### src/rtl/mem_wb_stage.sv
// MEM stage plus MEM/WB pipeline register: drives loads/stores on a req/ack data port and stalls upstream while waiting.
// Optional build macro MEM_ALIGN_CHECK_EN rejects word-misaligned memory ops without issuing a request.
module mem_wb_stage #(
    parameter int unsigned S       = 32,
    parameter int unsigned TIMEOUT = 15
) (
    input  logic         clk,
    input  logic         reset,
    input  logic         mem_valid,
    input  logic [S-1:0] mem_ALUout,
    input  logic [1:0]   mem_zero,
    input  logic [S-1:0] mem_wdata,
    input  logic         mem_memread,
    input  logic         mem_memwrite,
    input  logic         mem_regwrite,
    input  logic         mem_memtoreg,
    input  logic [4:0]   mem_rd,
    output logic         dm_req,
    output logic         dm_we,
    output logic [S-1:0] dm_addr,
    output logic [S-1:0] dm_wdata,
    input  logic         dm_ack,
    input  logic [S-1:0] dm_rdata,
    output logic         stall,
    output logic         wb_valid,
    output logic         wb_regwrite,
    output logic [4:0]   wb_rd,
    output logic [S-1:0] wb_data,
    output logic [1:0]   wb_zero,
    output logic         wb_err
);

    localparam int unsigned CW = 8;

    typedef enum logic [0:0] {IDLE = 1'b0, ACCESS = 1'b1} state_t;

    state_t         state_q, state_d;
    logic [CW-1:0]  cnt_q, cnt_d;
    logic [4:0]     lat_rd_q, lat_rd_d;
    logic           lat_regwrite_q, lat_regwrite_d;
    logic           lat_memtoreg_q, lat_memtoreg_d;
    logic           lat_store_q, lat_store_d;
    logic [1:0]     lat_zero_q, lat_zero_d;

    logic           dm_req_d, dm_we_d;
    logic [S-1:0]   dm_addr_d, dm_wdata_d;
    logic           wb_valid_d, wb_regwrite_d, wb_err_d;
    logic [4:0]     wb_rd_d;
    logic [S-1:0]   wb_data_d;
    logic [1:0]     wb_zero_d;

    logic           memop_c, misalign_c, issue_c, timeout_c;

    assign memop_c = mem_valid & (mem_memread | mem_memwrite);

`ifdef MEM_ALIGN_CHECK_EN
    assign misalign_c = memop_c & (mem_ALUout[1:0] != 2'b00);
`else
    assign misalign_c = 1'b0;
`endif

    assign issue_c   = (state_q == IDLE) & memop_c & ~misalign_c;
    assign timeout_c = (state_q == ACCESS) & ~dm_ack & (cnt_q == CW'(TIMEOUT - 1));

    // Upstream waits during issue and every non-final ACCESS cycle; never while in reset.
    assign stall = reset & (issue_c | ((state_q == ACCESS) & ~dm_ack & ~timeout_c));

    always_ff @(posedge clk or negedge reset) begin
        if (!reset) state_q <= IDLE;
        else        state_q <= state_d;
    end

    always_comb begin
        state_d = state_q;
        case (state_q)
            IDLE:    if (issue_c) state_d = ACCESS;
            ACCESS:  if (dm_ack || timeout_c) state_d = IDLE;
            default: state_d = IDLE;
        endcase
    end

    always_comb begin
        cnt_d          = '0;
        lat_rd_d       = lat_rd_q;
        lat_regwrite_d = lat_regwrite_q;
        lat_memtoreg_d = lat_memtoreg_q;
        lat_store_d    = lat_store_q;
        lat_zero_d     = lat_zero_q;
        dm_req_d       = dm_req;
        dm_we_d        = dm_we;
        dm_addr_d      = dm_addr;
        dm_wdata_d     = dm_wdata;
        wb_valid_d     = 1'b0;
        wb_regwrite_d  = 1'b0;
        wb_rd_d        = wb_rd;
        wb_data_d      = wb_data;
        wb_zero_d      = wb_zero;
        wb_err_d       = wb_err;
        case (state_q)
            IDLE: begin
                if (misalign_c) begin
                    wb_valid_d = 1'b1;
                    wb_err_d   = 1'b1;
                    wb_rd_d    = mem_rd;
                end else if (memop_c) begin
                    dm_req_d       = 1'b1;
                    dm_we_d        = mem_memwrite;
                    dm_addr_d      = mem_ALUout;
                    dm_wdata_d     = mem_wdata;
                    lat_rd_d       = mem_rd;
                    lat_regwrite_d = mem_regwrite;
                    lat_memtoreg_d = mem_memtoreg;
                    lat_store_d    = mem_memwrite;
                    lat_zero_d     = mem_zero;
                end else if (mem_valid) begin
                    wb_valid_d    = 1'b1;
                    wb_regwrite_d = mem_regwrite;
                    wb_rd_d       = mem_rd;
                    wb_data_d     = mem_ALUout;
                    wb_zero_d     = mem_zero;
                    wb_err_d      = 1'b0;
                end
            end
            ACCESS: begin
                cnt_d = cnt_q + CW'(1);
                if (dm_ack) begin
                    cnt_d         = '0;
                    dm_req_d      = 1'b0;
                    dm_we_d       = 1'b0;
                    wb_valid_d    = 1'b1;
                    wb_regwrite_d = lat_store_q ? 1'b0 : lat_regwrite_q;
                    wb_rd_d       = lat_rd_q;
                    wb_data_d     = (!lat_store_q && lat_memtoreg_q) ? dm_rdata : dm_addr;
                    wb_zero_d     = lat_zero_q;
                    wb_err_d      = 1'b0;
                end else if (timeout_c) begin
                    cnt_d      = '0;
                    dm_req_d   = 1'b0;
                    dm_we_d    = 1'b0;
                    wb_valid_d = 1'b1;
                    wb_rd_d    = lat_rd_q;
                    wb_zero_d  = lat_zero_q;
                    wb_err_d   = 1'b1;
                end
            end
            default: ;
        endcase
    end

    always_ff @(posedge clk or negedge reset) begin
        if (!reset) begin
            cnt_q          <= '0;
            lat_rd_q       <= '0;
            lat_regwrite_q <= 1'b0;
            lat_memtoreg_q <= 1'b0;
            lat_store_q    <= 1'b0;
            lat_zero_q     <= '0;
            dm_req         <= 1'b0;
            dm_we          <= 1'b0;
            dm_addr        <= '0;
            dm_wdata       <= '0;
            wb_valid       <= 1'b0;
            wb_regwrite    <= 1'b0;
            wb_rd          <= '0;
            wb_data        <= '0;
            wb_zero        <= '0;
            wb_err         <= 1'b0;
        end else begin
            cnt_q          <= cnt_d;
            lat_rd_q       <= lat_rd_d;
            lat_regwrite_q <= lat_regwrite_d;
            lat_memtoreg_q <= lat_memtoreg_d;
            lat_store_q    <= lat_store_d;
            lat_zero_q     <= lat_zero_d;
            dm_req         <= dm_req_d;
            dm_we          <= dm_we_d;
            dm_addr        <= dm_addr_d;
            dm_wdata       <= dm_wdata_d;
            wb_valid       <= wb_valid_d;
            wb_regwrite    <= wb_regwrite_d;
            wb_rd          <= wb_rd_d;
            wb_data        <= wb_data_d;
            wb_zero        <= wb_zero_d;
            wb_err         <= wb_err_d;
        end
    end

endmodule

### config.mk
export PLATFORM = sky130hd
export DESIGN_NAME = mem_wb_stage
export DESIGN_NICKNAME = d
export VERILOG_FILES = /design/src/rtl/mem_wb_stage.sv
export SDC_FILE = /design/constraint.sdc
export NUM_CORES = 1
export LEC_CHECK = 0
export CAP_MARGIN = 20
export CELL_PAD_IN_SITES_DETAIL_PLACEMENT = 1
export CELL_PAD_IN_SITES_GLOBAL_PLACEMENT = 1
export CORE_ASPECT_RATIO = 2
export CORE_MARGIN = 2
export CORE_UTILIZATION = 35
export DETAILED_ROUTE_END_ITERATION = 16
export GPL_TIMING_DRIVEN = 0
export PLACE_DENSITY_LB_ADDON = 0.1
export SYNTH_ARGS = -nofsm -noshare
export SYNTH_HDL_FRONTEND = slang
export SYNTH_SLANG_ARGS = --single-unit
### constraint.sdc
create_clock -name clk -period 2.8 [get_ports clk]
set_clock_uncertainty 0.05 [all_clocks]
set_input_delay 0.28 -clock clk [delete_from_list [all_inputs] [get_ports clk]]
set_output_delay 0.28 -clock clk [all_outputs]
set_load 0.03 [all_outputs]
==> run metrics <==
Std-Cell Rows=65; Top Layer Used=met4; Global Route Usage Sum=0.205; CP Launch Type=flip-flop; Cell Count, Final, Fillers Out=950; drt via density=4.86; GRT Residual Overflow=0; Pins Over Slew Limit=0; Final Cycle Share=0.943; H-tree levels=4; initial antenna violation count=0; Final Setup Violations=0; sequential power share=0.339; Required @ worst endpoint=2470 ps; core area=15600 um2; WL final=16.6 mm; Clock Path Buffers=2; via count=4618; Die ar.=16900 um2; RSZ-0062 raised after global routing=no; antenna viol nets, final=0; Internal=4900 uW; Crit-path slowest cell=dfrtp_1; Hold Violations, Final=0; Post-DP HPWL=11.8 mm; Syn Nets=608; fraction of layout cells with a size suffix above 1=0.192; Die W=93.0 um; FF+latch count, synth=127; Nets=850; Initial Util=0.355; status=finished, final reports clean; Switching Fraction=0.358; delay-heaviest family, CP=simple AND/OR/NAND/NOR gates; Combinational Power Share=0.390; met3 wire length=1.32 mm; cell count after synthesis=495; minimum clock period=2640 ps; Worst setup EP type=output pin; peak supply drop=490 uV; pwr dens=887 nW/um2; number of gates on the worst path with buffers counted=7; Main synth FF type=dfrtp_1; Crit. Startpoint=cnt_q[0]; commonest non-fill, non-tap cells in the layout=clkdlybuf4s50_1, dfrtp_1, nand2_1; CP endpoint=stall; CTS tree=done; reg2reg end=wb_rd[4]; n_diodes=0; I/O pin count=220; Max Fclk=379 MHz; Hold Path Class=input port to async pin; most common cell after layout, fill and taps aside=clkdlybuf4s50_1; Inst Count DP=916; Clock Power Share=0.271; r2r startpoint=cnt_q[0]; worst-margin pin slew=566 ps; Mapped Area=5550 um2; Seq/Total Area, Yosys=0.573; Switch Pwr=2730 uW; Synth area leader=dfrtp_1; gp weighted congestion=0.765; static leakage=0.00366 uW; Skew-Pair Late Insertion Delay=410 ps; Final Power=7640 uW; R2R Setup Slk=570 ps; per-cell routed wire length=17.5 um; router iterations before antenna repair=4; clk sinks=127; post-synth top area share=0.573; first-pass GRT wire length=26.9 mm; CP max stage delay=440 ps; Mean Syn Cell Area=11.2 um2; IO buf count=219; Post-synth EDFFs=0; Die Y=182 um; Area Growth Syn to Fin=55.1%; worst path arrival time=2310 ps; Syn. warnings=0; worst rel slew slack=0.622; critical-path cell list=inv_1 -> ha_1 -> or3b_4 -> nor4_4 -> or2_4 -> a21boi_1 -> clkdlybuf4s15_2; worst-path maximum fanout=8; Clk pin slew, worst setup/hold paths=60 ps; Iteration-0 DRC Markers=88; largest net degree at the start of global routing=91; met2 routed WL=8.49 mm; asr flop ratio synth=1.00; Num CTS Buffers=17; path depth of the worst reg2reg path=7; DRT met1 WL=6.65 mm; vias in the first global route=4991; maxcap violations=0; Yosys cell types=33; CTS root buf=clkbuf_16; main area contributors after synthesis=dfrtp_1, mux2_2, nand2_1; Residual DRC=0; Bufs and invs on worst path=2; Setup Crit Path Kind=flip-flop to output pin
worst min path at each step:
stage,start,endpoint,slack [ps],cells after the start
3_3_place_gp,wb_data[2],wb_data[2],410,2
3_5_place_dp,reset,dm_wdata[23],160,1
5_1_grt,reset,dm_wdata[27],320,2
2_1_floorplan,reset,cnt_q[0],-70,0
6_report,reset,dm_wdata[27],290,2
4_1_cts,reset,dm_wdata[27],290,2
synthesized netlist by cell type, drive strengths merged (2+ instances only):
cell    number
nand4        2
o22ai        2
xor2         4
or3b         2
nor2        12
dfrtp      127
buf         15
clkbuf      17
o21ai       65
nand3        2
ha           2
mux2        88
nand2      106
inv          2
and3        32
or2          2
nand2b       2
xnor2        2
worst reg2reg max path, delay by kind of cell (launching register included):
family                   cells  cell delay, ps
AND/OR/NAND/NOR              2             600
adder cells (fa/ha/maj)      1             160
flip-flops                   1             440
buffers and inverters        2             260
multiplexers                 1             330
AO/OA/AOI/OAI                1             250
area by class of cell:
class	count	area (um2)
Buffer	30	138
Timing Repair Buffer	225	2260
Tap cell	201	251
Clock inverter	11	92.6
Inverter	2	7.51
Sequential cell	127	3180
Multi-Input combinational cell	334	2220
Fill cell	1719	7010
Clock buffer	20	457
logic make-up (layout without fill, tap and decap cells):
kind of cell,after synthesis,after routing,synth area share
AO/OA/AOI/OAI,72,72,0.0679
XOR/XNOR,6,6,0.00947
adder cells (fa/ha/maj),2,2,0.00451
buffers and inverters,34,288,0.0275
flip-flops,127,127,0.573
multiplexers,88,88,0.179
AND/OR/NAND/NOR,166,166,0.139
per-layer routing:
| layer | vias to the layer above | track usage |
|---|---|---|
| li1 | 2174 | - |
| met5 | - | 0 |
| met3 | 9 | 0.0701 |
| met2 | 164 | 0.344 |
| met1 | 2271 | 0.247 |
| met4 | 0 | 0.0612 |
per-stage QoR:
step           setup TNS (ps)  instance area, um2  hold WS (ps)   util  setup slack (ps)
3_3_place_gp          -525100                7990           409  0.512             -4120
4_1_cts                     0                8570           289  0.549              48.4
2_1_floorplan               0                5550         -65.6      -               657
3_5_place_dp             -222                8020           164  0.514              -222
5_1_grt                     0                8600           317  0.551              31.7
6_report                    0                8600           286  0.551               161
repair_timing:
item,CTS,global route
setup buffers,0,4
resized for setup,3,2
endpoints found under the hold margin,37,0
pin swaps,0,1
endpoints found under the setup margin,1,1
cloned,0,0
hold buffers,1,0
power by group through the flow:
| stage | Clock [uW] | Sequential, uW | Combinational, uW |
|---|---|---|---|
| after floorplan | 0 | 3470 | 754 |
| after global placement | 0 | 2600 | 2970 |
| after detailed placement | 0 | 2620 | 3010 |
| after CTS | 2130 | 2600 | 3020 |
| after global routing | 2200 | 2660 | 3180 |
| final | 2070 | 2590 | 2980 |
registers in the layout, summed over array words and instances (netlist names):
signal,count
cnt_q,8
dm_addr,32
wb_regwrite,1
lat_rd_q,5
wb_err,1
wb_zero,2
dm_we,1
dm_req,1
lat_regwrite_q,1
lat_zero_q,2
dm_wdata,32
wb_data,32
state_q,1
wb_valid,1
wb_rd,5
lat_memtoreg_q,1
lat_store_q,1
Note: power is estimated with default switching activity, not from simulation.
